--- config.mk ---
export PLATFORM = sky130hd
export DESIGN_NAME = cu_sequencer
export DESIGN_NICKNAME = d
export VERILOG_FILES = /design/src/rtl/cpu_pkg.sv /design/src/rtl/cu_decode.sv /design/src/rtl/cu_sequencer.sv
export SDC_FILE = /design/constraint.sdc
export NUM_CORES = 1
export LEC_CHECK = 0
export CAP_MARGIN = 10
export CELL_PAD_IN_SITES_DETAIL_PLACEMENT = 1
export CELL_PAD_IN_SITES_GLOBAL_PLACEMENT = 1
export CORE_MARGIN = 2
export CORE_UTILIZATION = 32
export DETAILED_ROUTE_END_ITERATION = 16
export GPL_ROUTABILITY_DRIVEN = 0
export HOLD_SLACK_MARGIN = 0.08
export PLACE_DENSITY_LB_ADDON = 0.1
export SYNTH_ARGS = -nofsm -noshare
export SYNTH_HDL_FRONTEND = slang
export SYNTH_SLANG_ARGS = --single-unit
--- constraint.sdc ---
create_clock -name clk -period 1.5 [get_ports clk]
set_input_delay 0.3 -clock clk [delete_from_list [all_inputs] [get_ports clk]]
set_output_delay 0.3 -clock clk [all_outputs]
set_load 0.005 [all_outputs]
--- src/rtl/cpu_pkg.sv ---
// Shared CPU definitions: opcodes, execute-sequencer state encodings and ALU op codes.
// CU_DONE is also watched by the fetch FSM to leave EXECUTE.
package cpu_pkg;

  localparam logic [2:0] OP_NOP   = 3'b000;
  localparam logic [2:0] OP_ADD   = 3'b001;
  localparam logic [2:0] OP_SUB   = 3'b010;
  localparam logic [2:0] OP_AND   = 3'b011;
  localparam logic [2:0] OP_LOAD  = 3'b100;
  localparam logic [2:0] OP_STORE = 3'b101;
  localparam logic [2:0] OP_OR    = 3'b110;
  localparam logic [2:0] OP_HALT  = 3'b111;

  typedef enum logic [2:0] {
    CU_IDLE      = 3'b000,
    CU_READ_OPS  = 3'b001,
    CU_ALU       = 3'b010,
    CU_MEM_REQ   = 3'b011,
    CU_MEM_WAIT  = 3'b100,
    CU_WRITEBACK = 3'b101,
    CU_HALTED    = 3'b110,
    CU_DONE      = 3'b111
  } cu_state_t;

  localparam logic [1:0] ALU_ADD = 2'b00;
  localparam logic [1:0] ALU_SUB = 2'b01;
  localparam logic [1:0] ALU_AND = 2'b10;
  localparam logic [1:0] ALU_OR  = 2'b11;

endpackage

--- src/rtl/cu_decode.sv ---
// Combinational instruction decode: classifies the opcode and splits out register fields.
module cu_decode
  import cpu_pkg::*;
(
  input  logic [7:0] ir,
  output logic       is_alu,
  output logic       is_load,
  output logic       is_store,
  output logic       is_nop,
  output logic       is_halt,
  output logic [1:0] alu_op,
  output logic [1:0] rd,
  output logic [1:0] rs
);

  logic unused_rsvd;
  assign unused_rsvd = ir[0];

  assign rd = ir[4:3];
  assign rs = ir[2:1];

  always_comb begin
    is_alu   = 1'b0;
    is_load  = 1'b0;
    is_store = 1'b0;
    is_nop   = 1'b0;
    is_halt  = 1'b0;
    alu_op   = ALU_ADD;
    case (ir[7:5])
      OP_NOP:   is_nop = 1'b1;
      OP_ADD:   begin is_alu = 1'b1; alu_op = ALU_ADD; end
      OP_SUB:   begin is_alu = 1'b1; alu_op = ALU_SUB; end
      OP_AND:   begin is_alu = 1'b1; alu_op = ALU_AND; end
      OP_OR:    begin is_alu = 1'b1; alu_op = ALU_OR;  end
      OP_LOAD:  is_load = 1'b1;
      OP_STORE: is_store = 1'b1;
      default:  is_halt = 1'b1;
    endcase
  end

endmodule

--- src/rtl/cu_sequencer.sv ---
// Execute-phase sequencer: walks one instruction through register read, ALU or RAM
// handshake and writeback, then pulses CU_DONE to release the fetch FSM.
module cu_sequencer
  import cpu_pkg::*;
(
  input  logic       clk,
  input  logic       reset,
  input  logic       exec_en,
  input  logic [7:0] ir,
  input  logic       mem_ack,
  output logic [2:0] cu_state,
  output logic [1:0] rf_ra,
  output logic [1:0] rf_rb,
  output logic       op_latch,
  output logic [1:0] alu_op,
  output logic       mem_req,
  output logic       mem_we,
  output logic       rf_we,
  output logic [1:0] rf_wa,
  output logic       wb_sel,
  output logic       halted,
  output logic [7:0] instr_count
);

  cu_state_t  state, state_nxt;
  logic       exec_en_q;
  logic [7:0] ir_q;
  logic       start;

  logic       is_alu, is_load, is_store, is_nop, is_halt;
  logic [1:0] dec_alu_op, rd, rs;
  logic [7:0] dec_ir;

  // exec_en stays high for a cycle after DONE; only a rising edge may launch.
  assign start = exec_en & ~exec_en_q;

  // IDLE has to classify the incoming instruction before it lands in ir_q.
  assign dec_ir = (state == CU_IDLE) ? ir : ir_q;

  cu_decode u_dec (
    .ir       (dec_ir),
    .is_alu   (is_alu),
    .is_load  (is_load),
    .is_store (is_store),
    .is_nop   (is_nop),
    .is_halt  (is_halt),
    .alu_op   (dec_alu_op),
    .rd       (rd),
    .rs       (rs)
  );

  always_ff @(posedge clk) begin
    if (reset) begin
      state       <= CU_IDLE;
      exec_en_q   <= 1'b0;
      ir_q        <= 8'd0;
      instr_count <= 8'd0;
    end else begin
      state     <= state_nxt;
      exec_en_q <= exec_en;
      if (state == CU_IDLE && start) ir_q <= ir;
      if (state == CU_DONE) instr_count <= instr_count + 8'd1;
    end
  end

  always_comb begin
    state_nxt = state;
    case (state)
      CU_IDLE: begin
        if (start) begin
          if (is_nop)       state_nxt = CU_DONE;
          else if (is_halt) state_nxt = CU_HALTED;
          else              state_nxt = CU_READ_OPS;
        end
      end
      CU_READ_OPS:  state_nxt = is_alu ? CU_ALU : CU_MEM_REQ;
      CU_ALU:       state_nxt = CU_WRITEBACK;
      CU_MEM_REQ,
      CU_MEM_WAIT: begin
        if (mem_ack) state_nxt = is_load ? CU_WRITEBACK : CU_DONE;
        else         state_nxt = CU_MEM_WAIT;
      end
      CU_WRITEBACK: state_nxt = CU_DONE;
      CU_DONE:      state_nxt = CU_IDLE;
      CU_HALTED:    state_nxt = CU_HALTED;
      default:      state_nxt = CU_IDLE;
    endcase
  end

  always_comb begin
    rf_ra    = 2'd0;
    rf_rb    = 2'd0;
    op_latch = 1'b0;
    alu_op   = ALU_ADD;
    mem_req  = 1'b0;
    mem_we   = 1'b0;
    rf_we    = 1'b0;
    rf_wa    = 2'd0;
    wb_sel   = 1'b0;
    halted   = 1'b0;
    case (state)
      CU_READ_OPS: begin
        rf_ra    = rd;
        rf_rb    = rs;
        op_latch = 1'b1;
        alu_op   = dec_alu_op;
      end
      CU_ALU: alu_op = dec_alu_op;
      CU_MEM_REQ,
      CU_MEM_WAIT: begin
        mem_req = 1'b1;
        mem_we  = is_store;
      end
      CU_WRITEBACK: begin
        rf_we  = 1'b1;
        rf_wa  = rd;
        wb_sel = is_load;
        alu_op = dec_alu_op;
      end
      CU_HALTED: halted = 1'b1;
      default: ;
    endcase
  end

  assign cu_state = state;

endmodule
---- Yosys cells after proc, flatten, opt, wreduce, memory -nomap -nowiden ----
Cells that the tools add are included.
storage, ports and cells
  register bits ........................... 20
  input bits .............................. 12
  output and inout port bits .............. 25
operators by class
  $add $sub $neg .......................... 1
  equality and inequality tests ........... 14
  multiplexer cells ....................... 23
  bitwise logic cells ..................... 2
  reductions and logical operators ........ 7
operator list
  operator                                                                number
  3-bit equality test (second input constant)                             7
  3-bit case mux with 7 select lines                                      1
  3-bit by 2-bit equality test with 1-bit output (second input constant)  4
  2-bit 2-to-1 mux                                                        6
  1-bit 2-to-1 mux                                                        11
  3-bit 2-to-1 mux                                                        3
  8-bit by 1-bit adder with 8-bit output (second input constant)          1
  8-bit 2-to-1 mux                                                        1
  7-bit OR reduction                                                      1
  3-bit by 1-bit equality test with 1-bit output (second input constant)  2
  3-bit zero test                                                         2
  2-bit case mux with 3 select lines                                      1
  4-bit OR reduction                                                      1
  3-bit OR reduction                                                      1
  2-bit != test (second input constant)                                   1
  2-bit OR reduction                                                      1
  1-bit AND                                                               1
  1-bit logical AND                                                       1
  1-bit NOT                                                               1

---- Depth between registers and ports, before layout ----
Gate-level depths: netlist of run 1.
  depth after elaboration ................. 8
  mapped depth ............................ 5

---- By module ----
A second synthesis of run 1 with hierarchy kept.
unflattened totals
  cell total of the unflattened synthesis .. 164
  area, all modules ....................... 1,216.2 µm²
modules (own cells, without submodules)
  module        instances  cells an instance  area each (µm²)  sequential area each (µm²)
  cu_sequencer  1          151                1,127.3          400.4
  cu_decode     1          13                 88.8             0.0

---- Worst setup path after synthesis of run 1 ----
No wires, ideal clock.
  path kind ............................... reg-to-output
  from .................................... register state[1] (netlist: cu_state[1])
  to ...................................... output rf_ra[0]
  arrival time ............................ 1,058 ps
  required time ........................... 1,200 ps
  setup slack ............................. 142 ps
  stages on the path, launching flop included .. 5
  buffers on the path ..................... 1
  cell sequence ........................... dfxtp_1 > buf_6 > nand2b_1 > nor2_1 > and2_1
between the ends
  word-level cells in the longest chain between the ends .. 3
  elaborated cells between the ends (all ways) .. 4
  those cells by class .................... eq/ne: 1; mux: 2; reduce/logical: 1
RTL lines
  item                      line                 RTL
  start: declaration        cu_sequencer.sv:25   cu_state_t state, state_nxt;
  start signal: assignment  cu_sequencer.sv:59   state <= state_nxt;
  3-bit zero test           cu_sequencer.sv:38   assign dec_ir = (state == CU_IDLE) ? ir : ir_q;
  8-bit 2-to-1 mux          cu_sequencer.sv:38
  2-bit 2-to-1 mux (*)      cu_sequencer.sv:101  case (state)
  end: declaration          cu_sequencer.sv:12   output logic [1:0] rf_ra,
Mark *: on every way between the ends. The rest lies on a longest branch, timed or not.

---- Worst setup path after layout of run 1 ----
  from .................................... register state[0] (netlist: cu_state[0])
  to ...................................... output alu_op[0]
between the ends
  word-level cells in the longest chain between the ends .. 5
  elaborated cells between the ends (all ways) .. 11
  those cells by class .................... eq/ne: 6; mux: 3; reduce/logical: 2
RTL lines
  item                                                                                          line                 RTL
  3-bit zero test                                                                               cu_sequencer.sv:38
  8-bit 2-to-1 mux                                                                              cu_sequencer.sv:38
  3-bit equality test / 3-bit by 2-bit equality test with 1-bit output (equally long branches)  cu_decode.sv:29      case (ir[7:5])
  2-bit case mux with 3 select lines                                                            cu_decode.sv:29
  2-bit 2-to-1 mux (*)                                                                          cu_sequencer.sv:101
  end: declaration                                                                              cu_sequencer.sv:15   output logic [1:0] alu_op,
Marked as above.

==> impl_results.md, run 1 <==
* CP Buf/Inv Count at 3
* ANT nets after route at 0
* #FFs+latches synth at 19
* Violated checks: setup timing
* Busiest grt layer: met2
* Mean post-synth cell area at 8.78 sq um
* CP max stage cell: dfxtp_2
* Worst R2R Start: cu_state[1]
* Die height at approximately 61 microns
* Clock Power Share at 14.3%
* DRC errors left at 0
* Die Footprint at around 0.0037 sq mm
* Top delay family on crit path: simple AND/OR/NAND/NOR gates
* Final design utilization at about two thirds
* CTS Buffer Depth at 2
* Setup crit start kind: flop
* Initial antenna violation count at 0
* Worst Tran Pin Value at 0.390 ns
* Leakage power total at slightly below 1 nW
* F_max at 530 MHz
* Internal at 1.21 mW
* First-pass GRT wire length at a little under 6000 microns
* Worst Setup SP: cu_state[0]
* Num CTS Buffers at 3
* Number of global-route vias before repair at ~1200
* Unrepaired setup endpoints after global routing: yes
* Post-synth EDFFs at 0
* Area Growth Syn to Fin at 92.1%
* Max VDD drop at between 400 and 500 uV
* Share of layout cells above drive strength 1 at 52.0%
* Power Dens Cells at roughly 930 mW/mm^2
* Fin. Hold Viols at 0
* Initial DRT Pass Iterations at 4
* Number of max-cap violations at 0
* Number of diodes at 0
* Final setup fails at 23
* Worst setup EP type: primary output
* GR Overflow Total at 0
* Global Route Usage Sum at 21.5%
* Placed instance area at 0.00154 sq mm
* Rel. slew slack at between 70 and 80%
* Post-synth net total at roughly 130
* Vias at about 1200
* NetSw at 643 uW
* Fin Setup TNS at -4.70 ns
* Critical Path RT at around 1.2 ns
* Fin area at around 0.0020 sq mm
* CTS tree: done
* Mapped Cells at approximately 120
* Final non-filler cell total at around 240
* Crit-path max FO at 6
* Comb power frac at roughly 54%
* CP cell instances: buf_6 -> or2b_1 -> o21ai_2 -> nand2_1 -> buf_4 -> nor2_1 -> buf_2
* Post-layout nets at about 210
* Drt total wl at 4280 microns
* Top Ports at 37
* Yosys warns at 0
* Net Sw Frac at between 30% and 40%
* Clock skew at between 0.006 and 0.007 ns
* Max stage delay on crit path at between 0.3 and 0.4 ns
* Met3 Use GR at between 2 and 2.5%
* Drt via density at around 5
* Initial Util at about a third
* # H-tree levels at 1
* Largest cells by area after synthesis: dfxtp_1, mux2i_1, nor2_1
* Most common cell after layout, fill and taps aside: buf_4
* Post-synth ARST share at 0%
* Yosys cell types at 38
* Status: finished, violations left
* Worst slack, placed at -0.395 ns
* PortBufs at 35
* Highest-count cells in the layout ignoring fill and taps: buf_4, buf_6, nor2_1
* Placed Cells at 210
* Final slew viol count at 0
* WL/cell at 17.5 microns
* DRT iter0 DRCs at 60
* Synth Flop Type: dfxtp_1
* HPWL Detailed at 2150 microns
* Largest net degree at the start of global routing at 17
* Met1 Use GR at approximately 28%
* Core Rows at 20
* Arrival @ worst endpoint at 1.59 ns
* Setup ws final at -0.385 ns
* Root Driver: clkbuf_4
* Die Width at just over 60 microns
* Num Clock Sinks at 19
* Reg power frac at 31.3%
* Period minus WS final at between 1.5 and 2 ns
* Clock slew at reported path FFs at about 0.11 ns
* Setup Crit Path Kind: flop to primary output
* Post-synth top area cell: dfxtp_1
* Hold WC Path Type: flop to flop
* Fin crit share at 126%
* Yosys top cell area share at 36.7%
* Core Region at slightly above 0.003 sq mm
* Worst hold start: ir_q[1]
* Met2 Track Usage GR at ~37%
* Syn Std Cell Area at between 0.001 and 0.0015 sq mm
* Register area share after synthesis at 36.7%
* Skew-Pair Late Insertion Delay at a little over 0.3 ns
-- path summary, 6_finish.rpt --
kind | to | cells past startpoint | slack [ns]
hold / removal | ir_q[1] | 2 | 0.51
hold reg to reg | ir_q[1] | 2 | 0.51
setup reg to reg | instr_count[3] | 7 | -0.13
setup / recovery | alu_op[0] | 7 | -0.39
-- cell type report --
class,instances,area [sq um]
clock buffers,4,26.3
fillers,350,1090
inverters,2,7.51
multi-input cells,89,712
flip-flops and latches,19,404
well taps,44,55.1
repair buffers,86,786
-- cell families (layout without fill, tap and decap cells) --
group / after synthesis / in the layout / synth area share (%)
compound gates: 13 / 13 / 9.54
xor+xnor: 7 / 7 / 5.92
fa+ha+maj: 1 / 1 / 1.21
buf+inv: 10 / 92 / 6.16
flops: 19 / 19 / 36.7
mux: 8 / 8 / 7.73
simple gates: 60 / 60 / 32.7
-- state kept, by name (all words and copies together), names as in the netlist --
signal,cells
instr_count,8
ir_q,7
cu_state,3
exec_en_q,1
-- synthesized netlist by cell type, drive strengths merged, types with 2 or more instances --
library cell,n
inv,2
o21ai,3
and4b,2
dfxtp,19
buf,5
mux2i,8
nand2b,3
a21oi,3
xor2,3
and2,6
nand2,9
nand3,3
nand4,3
clkbuf,3
and3,2
or3,2
xnor2,4
nor3,5
nor2,18
-- timing repair --
action,CTS,global route
pin swaps,13,11
hold endpoints to repair,0,0
hold buffers,0,0
setup endpoints to repair,24,41
resized for setup,96,38
buffers inserted,20,13
-- worst min-delay path, cell delays in order, from the launching register on --
cell and delay (ns):
dfxtp_1 0.34, mux2i_1 0.07, nor2_1 0.08
-- metal layers --
layer	routed length, microns	vias up
li1	-	573
met1	1840	607
met2	2060	45
met3	169	18
met4	205	0
met5	0	-
-- power by group through the flow --
| stage | Combinational, mW | Sequential, mW | Clock, mW |
|---|---|---|---|
| 2_1_floorplan | 0.283 | 0.598 | 0 |
| 3_3_place_gp | 0.564 | 0.581 | 0 |
| 5_1_grt | 1.06 | 0.584 | 0.299 |
| 3_5_place_dp | 0.578 | 0.584 | 0 |
| 4_1_cts | 0.837 | 0.576 | 0.267 |
| 6_report | 1.01 | 0.581 | 0.265 |
-- metrics by stage --
stage          hold slack (ns)  total power, mW
2_1_floorplan            0.428            0.881
3_3_place_gp             0.473             1.15
3_5_place_dp             0.485             1.16
4_1_cts                  0.493             1.68
5_1_grt                  0.575             1.94
6_report                 0.514             1.86
No activity file was read; power rests on OpenSTA's default activity.
==> run 2, diff against run 1 <==
--- a/config.mk
+++ b/config.mk
@@ -5,6 +5,7 @@
 export SDC_FILE = /design/constraint.sdc
 export NUM_CORES = 1
 export LEC_CHECK = 0
+export ABC_CLOCK_PERIOD_IN_PS = 1500
 export CAP_MARGIN = 10
 export CELL_PAD_IN_SITES_DETAIL_PLACEMENT = 1
 export CELL_PAD_IN_SITES_GLOBAL_PLACEMENT = 1
==> results of run 2 <==
The final DEF is identical to that of run 1; final timing and power are the same.
